## src/rtl/wav_tcm_pkg.sv

```systemverilog
// Shared definitions for the TCM arbiter: sleep/wake state encoding and
// return-tag values that identify the requesting port.
package wav_tcm_pkg;

  typedef enum logic [1:0] {
    ST_RUN   = 2'd0,
    ST_DRAIN = 2'd1,
    ST_SLEEP = 2'd2,
    ST_WAKE  = 2'd3
  } tcm_state_t;

  localparam logic PORT_CPU = 1'b0;
  localparam logic PORT_DMA = 1'b1;

endpackage

```

## src/rtl/wav_tcm_arb_fsm.sv

```systemverilog
// Low-power sequencing for the TCM arbiter: drains the read return, holds the
// TCM asleep while requested, then waits WAKE_CYCLES before accesses resume.
module wav_tcm_arb_fsm
  import wav_tcm_pkg::*;
#(
  parameter int WAKE_CYCLES = 4
) (
  input  logic       i_clk,
  input  logic       i_reset,
  input  logic       i_sleep_req,
  input  logic       i_rd_pending,
  output tcm_state_t o_state,
  output logic       o_tcm_sleep,
  output logic       o_sleep_ack
);

  localparam logic [3:0] WAKE_LAST = 4'(WAKE_CYCLES - 1);

  tcm_state_t state, state_nxt;
  logic [3:0] wake_cnt, wake_cnt_nxt;

  always_comb begin
    state_nxt    = state;
    wake_cnt_nxt = wake_cnt;
    case (state)
      ST_RUN:   if (i_sleep_req) state_nxt = ST_DRAIN;
      // A late release of i_sleep_req does not abort the drain.
      ST_DRAIN: if (!i_rd_pending) state_nxt = ST_SLEEP;
      ST_SLEEP: begin
        if (!i_sleep_req) begin
          state_nxt    = ST_WAKE;
          wake_cnt_nxt = 4'd0;
        end
      end
      ST_WAKE: begin
        if (wake_cnt == WAKE_LAST) begin
          state_nxt    = ST_RUN;
          wake_cnt_nxt = 4'd0;
        end else begin
          wake_cnt_nxt = wake_cnt + 4'd1;
        end
      end
      default: state_nxt = ST_RUN;
    endcase
  end

  always_ff @(posedge i_clk or posedge i_reset) begin
    if (i_reset) begin
      state    <= ST_RUN;
      wake_cnt <= 4'd0;
    end else begin
      state    <= state_nxt;
      wake_cnt <= wake_cnt_nxt;
    end
  end

  assign o_state     = state;
  assign o_tcm_sleep = (state == ST_SLEEP);
  assign o_sleep_ack = (state == ST_SLEEP);

endmodule

```

## src/rtl/wav_tcm_arb.sv

```systemverilog
// Two-port arbiter in front of a non-pipelined TCM: CPU priority with a
// starvation escape for the DMA/debug port, tagged read return, sleep handshake.
module wav_tcm_arb
  import wav_tcm_pkg::*;
#(
  parameter int AWIDTH       = 32,
  parameter int DWIDTH       = 32,
  parameter int STRB_WIDTH   = DWIDTH / 8,
  parameter int STARVE_LIMIT = 8,
  parameter int WAKE_CYCLES  = 4
) (
  input  logic                  i_clk,
  input  logic                  i_reset,
  input  logic                  i_p0_req,
  input  logic [AWIDTH-1:0]     i_p0_addr,
  input  logic                  i_p0_wr,
  input  logic [STRB_WIDTH-1:0] i_p0_byte_wr,
  input  logic [DWIDTH-1:0]     i_p0_wdata,
  input  logic                  i_p1_req,
  input  logic [AWIDTH-1:0]     i_p1_addr,
  input  logic                  i_p1_wr,
  input  logic [STRB_WIDTH-1:0] i_p1_byte_wr,
  input  logic [DWIDTH-1:0]     i_p1_wdata,
  output logic                  o_p0_gnt,
  output logic                  o_p1_gnt,
  output logic                  o_p0_rvalid,
  output logic [DWIDTH-1:0]     o_p0_rdata,
  output logic                  o_p1_rvalid,
  output logic [DWIDTH-1:0]     o_p1_rdata,
  output logic                  o_tcm_cs,
  output logic [AWIDTH-1:0]     o_tcm_addr,
  output logic                  o_tcm_wr,
  output logic [STRB_WIDTH-1:0] o_tcm_byte_wr,
  output logic [DWIDTH-1:0]     o_tcm_wdata,
  output logic                  o_tcm_sleep,
  input  logic [DWIDTH-1:0]     i_tcm_rdata,
  input  logic                  i_sleep_req,
  output logic                  o_sleep_ack
);

  localparam logic [7:0] STARVE_MAX = 8'(STARVE_LIMIT);

  function automatic logic [7:0] sat_inc(input logic [7:0] v, input logic [7:0] lim);
    return (v >= lim) ? lim : v + 8'd1;
  endfunction

  tcm_state_t state;
  logic [7:0] starve_cnt;
  logic       grant_en;
  logic       p1_win;
  logic       vld_p1;
  logic       tag_p1;

  wav_tcm_arb_fsm #(
    .WAKE_CYCLES (WAKE_CYCLES)
  ) u_fsm (
    .i_clk        (i_clk),
    .i_reset      (i_reset),
    .i_sleep_req  (i_sleep_req),
    .i_rd_pending (vld_p1),
    .o_state      (state),
    .o_tcm_sleep  (o_tcm_sleep),
    .o_sleep_ack  (o_sleep_ack)
  );

  // Grants are combinational; i_reset also masks them so nothing leaks out during reset.
  assign grant_en = (state == ST_RUN) && !i_reset;
  assign p1_win   = i_p1_req && (!i_p0_req || (starve_cnt == STARVE_MAX));
  assign o_p1_gnt = grant_en && p1_win;
  assign o_p0_gnt = grant_en && i_p0_req && !p1_win;

  always_comb begin
    o_tcm_cs      = 1'b0;
    o_tcm_addr    = '0;
    o_tcm_wr      = 1'b0;
    o_tcm_byte_wr = '0;
    o_tcm_wdata   = '0;
    if (o_p1_gnt) begin
      o_tcm_cs      = 1'b1;
      o_tcm_addr    = i_p1_addr;
      o_tcm_wr      = i_p1_wr;
      o_tcm_byte_wr = i_p1_byte_wr;
      o_tcm_wdata   = i_p1_wdata;
    end else if (o_p0_gnt) begin
      o_tcm_cs      = 1'b1;
      o_tcm_addr    = i_p0_addr;
      o_tcm_wr      = i_p0_wr;
      o_tcm_byte_wr = i_p0_byte_wr;
      o_tcm_wdata   = i_p0_wdata;
    end
  end

  always_ff @(posedge i_clk or posedge i_reset) begin
    if (i_reset) begin
      starve_cnt <= 8'd0;
    end else if (state != ST_SLEEP) begin
      if (!i_p1_req || o_p1_gnt) starve_cnt <= 8'd0;
      else                       starve_cnt <= sat_inc(starve_cnt, STARVE_MAX);
    end
  end

  // ---- stage p1: return tag registered at grant, data arrives from the TCM ----
  always_ff @(posedge i_clk or posedge i_reset) begin
    if (i_reset) begin
      vld_p1 <= 1'b0;
      tag_p1 <= PORT_CPU;
    end else begin
      vld_p1 <= o_tcm_cs && !o_tcm_wr;
      tag_p1 <= o_p1_gnt ? PORT_DMA : PORT_CPU;
    end
  end

  assign o_p0_rvalid = vld_p1 && (tag_p1 == PORT_CPU);
  assign o_p1_rvalid = vld_p1 && (tag_p1 == PORT_DMA);
  assign o_p0_rdata  = o_p0_rvalid ? i_tcm_rdata : '0;
  assign o_p1_rdata  = o_p1_rvalid ? i_tcm_rdata : '0;

endmodule

```

## config.mk

```make
export PLATFORM = sky130hd
export DESIGN_NAME = wav_tcm_arb
export DESIGN_NICKNAME = d
export VERILOG_FILES = /design/src/rtl/wav_tcm_pkg.sv /design/src/rtl/wav_tcm_arb_fsm.sv /design/src/rtl/wav_tcm_arb.sv
export SDC_FILE = /design/constraint.sdc
export NUM_CORES = 1
export LEC_CHECK = 0
export CAP_MARGIN = 20
export CELL_PAD_IN_SITES_DETAIL_PLACEMENT = 1
export CELL_PAD_IN_SITES_GLOBAL_PLACEMENT = 2
export CORE_MARGIN = 10
export CORE_UTILIZATION = 10
export CTS_BUF_LIST = sky130_fd_sc_hd__clkbuf_4 sky130_fd_sc_hd__clkbuf_8
export DETAILED_ROUTE_END_ITERATION = 6
export PLACE_DENSITY = 0.91
export SYNTH_ARGS = -nofsm -noshare
export SYNTH_HDL_FRONTEND = slang
export SYNTH_HIERARCHICAL = 1
export SYNTH_SLANG_ARGS = --single-unit
```

## constraint.sdc

```tcl
create_clock -name i_clk -period 3.85 [get_ports i_clk]
set_input_delay 0.9625 -clock i_clk [delete_from_list [all_inputs] [get_ports i_clk]]
set_output_delay 0.9625 -clock i_clk [all_outputs]
set_load 0.01 [all_outputs]
```

==> qor.csv <==
stage,metric,value,unit
job,# Max-Cap Violations,0,
layout,area delta synth->final,177,%
clock_tree,CTS tree,done,
worst_hold_path,worst hold endpoint,starve_cnt[6]$_DFFE_PP0P_,
timing,period utilisation layout,97.0,%
timing,final setup margin,0.115,ns
timing,setup TNS,0,ns
floorplanning,Die Span X,163,µm
floorplanning,Die Y,163,µm
clock_tree,Post-CTS Setup Repair Bufs,0,
drt,Detail Route Antenna Nets,0,
timing,Setup Skew,0.00354,ns
synthesis,share of Yosys cell area claimed by the top area cell type,30.4,%
pwr,sw frac,38.7,%
layout,FF+latch area,400,µm²
layout,fin util,28.1,%
synthesis,synthesized area per cell,8.39,µm²
worst_hold_path,hold-critical path depth,1,
pwr,Clock power frac,10.3,%
drt,DRC,0,
timing,min cycle time layout,3.73,ns
critical_path,RR Startpoint,starve_cnt[4]$_DFFE_PP0P_,
timing,slew margin rel.,50.8,%
timing,final slew viol count,0,
layout,ANT cells,0,
synthesis,ranking of synthesized cells by area,"a22o_1, dfrtp_1, and2_1",
drt,First DRT Iteration DRCs,144,
synthesis,post-synthesis cell count,244,
layout,multi-input logic area,0.00149,mm²
timing,"Hold Violations, Final",0,
timing,Highest Clock Rate,268,MHz
synthesis,largest area contributor in the netlist,a22o_1,
clock_tree,"Reg clk slew, reported paths",0.06,ns
floorplanning,Site Rows,52,
critical_path,Crit path arrival time,2.77,ns
pwr,combinational fraction of design power,72.9,%
global_routing,gr ovfl total,0,
timing,# setup viols final,0,
drt,Routed WL per cell,19.0,µm
critical_path,CP Max Fanout,19,
global_routing,largest net degree at the start of global routing,35,
clock_tree,root buf cell,clkbuf_8,
synthesis,Synth Cell Area,0.00205,mm²
pwr,internal power,0.886,mW
global_routing,antenna violations before repair,0,
floorplanning,core area,0.0202,mm²
floorplanning,IO Pins,315,
global_routing,vias in the first global route,3717,
drt,Vias/cell,4.03,
global_routing,first-pass GRT wire length,22.5,mm
critical_path,CP required,2.89,ns
clock_tree,CTS Buffer Depth,2,
clock_tree,H-Tree Depth,1,
clock_tree,Num Clock Sinks,16,
critical_path,CP Class,in -> out,
clock_tree,clk_lat worst skew,0.25,ns
drt,Pre-antenna DRT Iters,4,
pwr,PwrDens,255,mW/mm²
floorplanning,initial core utilization,10.2,%
synthesis,Seq cells post-synth,16,
worst_hold_path,Hold Path Origin,starve_cnt[6]$_DFFE_PP0P_,
synthesis,distinct cell type count after synthesis,37,
layout,"commonest cells after routing, fill and taps aside","clkdlybuf4s50_1, a22o_1, dlygate4sd2_1",
pwr,peak supply drop,0.109,mV
critical_path,Worst Setup Start Kind,input port,
status,outcome,"finished, final reports clean",
pwr,Flop pwr share,16.8,%
synthesis,Yosys warnings,6,
placed_design,HPWL Detailed,14.0,mm
critical_path,Setup crit end kind,primary output,
placed_design,GP Congestion,0.857,
placed_design,Placement Setup Slack,-0.553,ns
global_routing,Total GRT Usage,10.6,%
timing,worst-margin pin slew,0.736,ns
layout,Fill cells,2386,
synthesis,"Seq/Total Area, Yosys",19.5,%
layout,Layout Nets,745,
critical_path,R2R setup slack,1.67,ns
drt,via count,3349,
synthesis,"Net Count, Synth",426,
clock_tree,CTS Buf Count,3,
worst_hold_path,HP Class,reg -> reg,
timing,RSZ-0062 raised after global routing,no,
layout,"commonest non-fill, non-tap cell in the layout",clkdlybuf4s50_1,
critical_path,FF-to-FF End,vld_p1$_DFF_PP0_,
critical_path,Worst R2R Path Depth,6,
floorplanning,die area,0.0266,mm²
placed_design,number of buffers added on ports,314,
layout,share of cells above drive strength 1,7.65,%
pwr,Leakage Power,2.68,nW
pwr,P_sw,0.559,mW
drt,routed wire length,15.8,mm
==> per-stage QoR <==
stage | power (mW) | area, µm² | hold WS, ns | cells
after global routing | 1.56 | 5670 | 0.538 | 832
after global placement | 1.37 | 5700 | 0.494 | 828
after floorplan | 0.715 | 2050 | 0.477 | 244
after CTS | 1.47 | 5670 | 0.523 | 832
final | 1.44 | 5670 | 0.514 | 832
after detailed placement | 1.38 | 5700 | 0.504 | 828
==> area by class of cell <==
cell class	instances	area share (%)
Clock buffer	4	0.971
Inverter	9	0.596
Multi-Input combinational cell	192	26.2
Sequential cell	16	7.06
Tap cell	270	5.96
Timing Repair Buffer	341	59.2
==> state kept, by name, indices dropped and copies added, names as in the netlist <==
signal / flops
starve_cnt: 8
tag_p1: 1
u_fsm/o_state: 2
u_fsm/wake_cnt: 4
vld_p1: 1
==> cells in the mapped netlist (all sizes together) <==
| cell | n |
|---|---|
| o31ai | 1 |
| ha | 7 |
| inv | 9 |
| or4b | 1 |
| o21bai | 1 |
| or2 | 1 |
| nand3 | 1 |
| buf | 14 |
| and3 | 33 |
| o311a | 1 |
| a32o | 2 |
| dfrtp | 16 |
| nor4 | 1 |
| o41ai | 2 |
| a22o | 71 |
| nand3b | 1 |
| a31o | 1 |
| a311oi | 1 |
| or3b | 1 |
| mux2i | 1 |
| a21o | 1 |
| clkbuf | 13 |
| o2111ai | 1 |
| or4 | 1 |
| and2 | 40 |
| nor2 | 4 |
| o21ai | 3 |
| and2b | 1 |
| a221o | 1 |
| mux2 | 3 |
| a211oi | 1 |
| nor2b | 5 |
| nand2 | 3 |
| nor3 | 1 |
==> worst max-delay path, stage by stage <==
cell and delay [ns]:
dlygate4sd2_1 0.27, or4b_4 0.57, nor2b_4 0.15, buf_12 0.15, buf_12 0.15, a22o_1 0.21, dlygate4sd2_1 0.29
==> kinds of logic (layout without fill, tap and decap cells) <==
family          Yosys count  after routing  share of synthesized area (%)
mux                       4              4                           2.32
fa+ha+maj                 7              7                           4.28
compound gates           87             87                           37.0
buf+inv                  36            354                           8.49
simple gates             94             94                           28.4
flops                    16             16                           19.5
==> metal layers <==
layer | track usage, % | up-vias | part of all wire, %
met2 | 18.7 | 207 | 48
met1 | 12.1 | 1571 | 40
met3 | 4.13 | 8 | 11
met5 | 0 | - | 0
li1 | - | 1563 | -
met4 | 1.56 | 0 | 0.86
==> worst max path at each step <==
stage | start | endpoint | cells after the start
2_1_floorplan | i_reset | o_tcm_byte_wr[0] | 5
3_3_place_gp | i_reset | o_tcm_wdata[14] | 7
3_5_place_dp | i_reset | o_tcm_wdata[9] | 7
4_1_cts | i_reset | o_p1_gnt | 6
5_1_grt | i_reset | o_tcm_wdata[9] | 7
6_report | i_reset | o_tcm_wdata[14] | 7
==> power by group through the flow <==
stage          clock network, mW  logic, mW  registers, mW
6_report                   0.149       1.05          0.243
4_1_cts                    0.151       1.08          0.241
3_5_place_dp                   0       1.14          0.243
3_3_place_gp                   0       1.13          0.240
5_1_grt                    0.163       1.15          0.251
2_1_floorplan                  0      0.480          0.235
==> timing repair <==
action,CTS,global route
gates resized for setup,71,1
cloned,0,0
hold buffers,0,0
endpoints found under the setup margin,71,1
(Power assumes the default switching activity.)
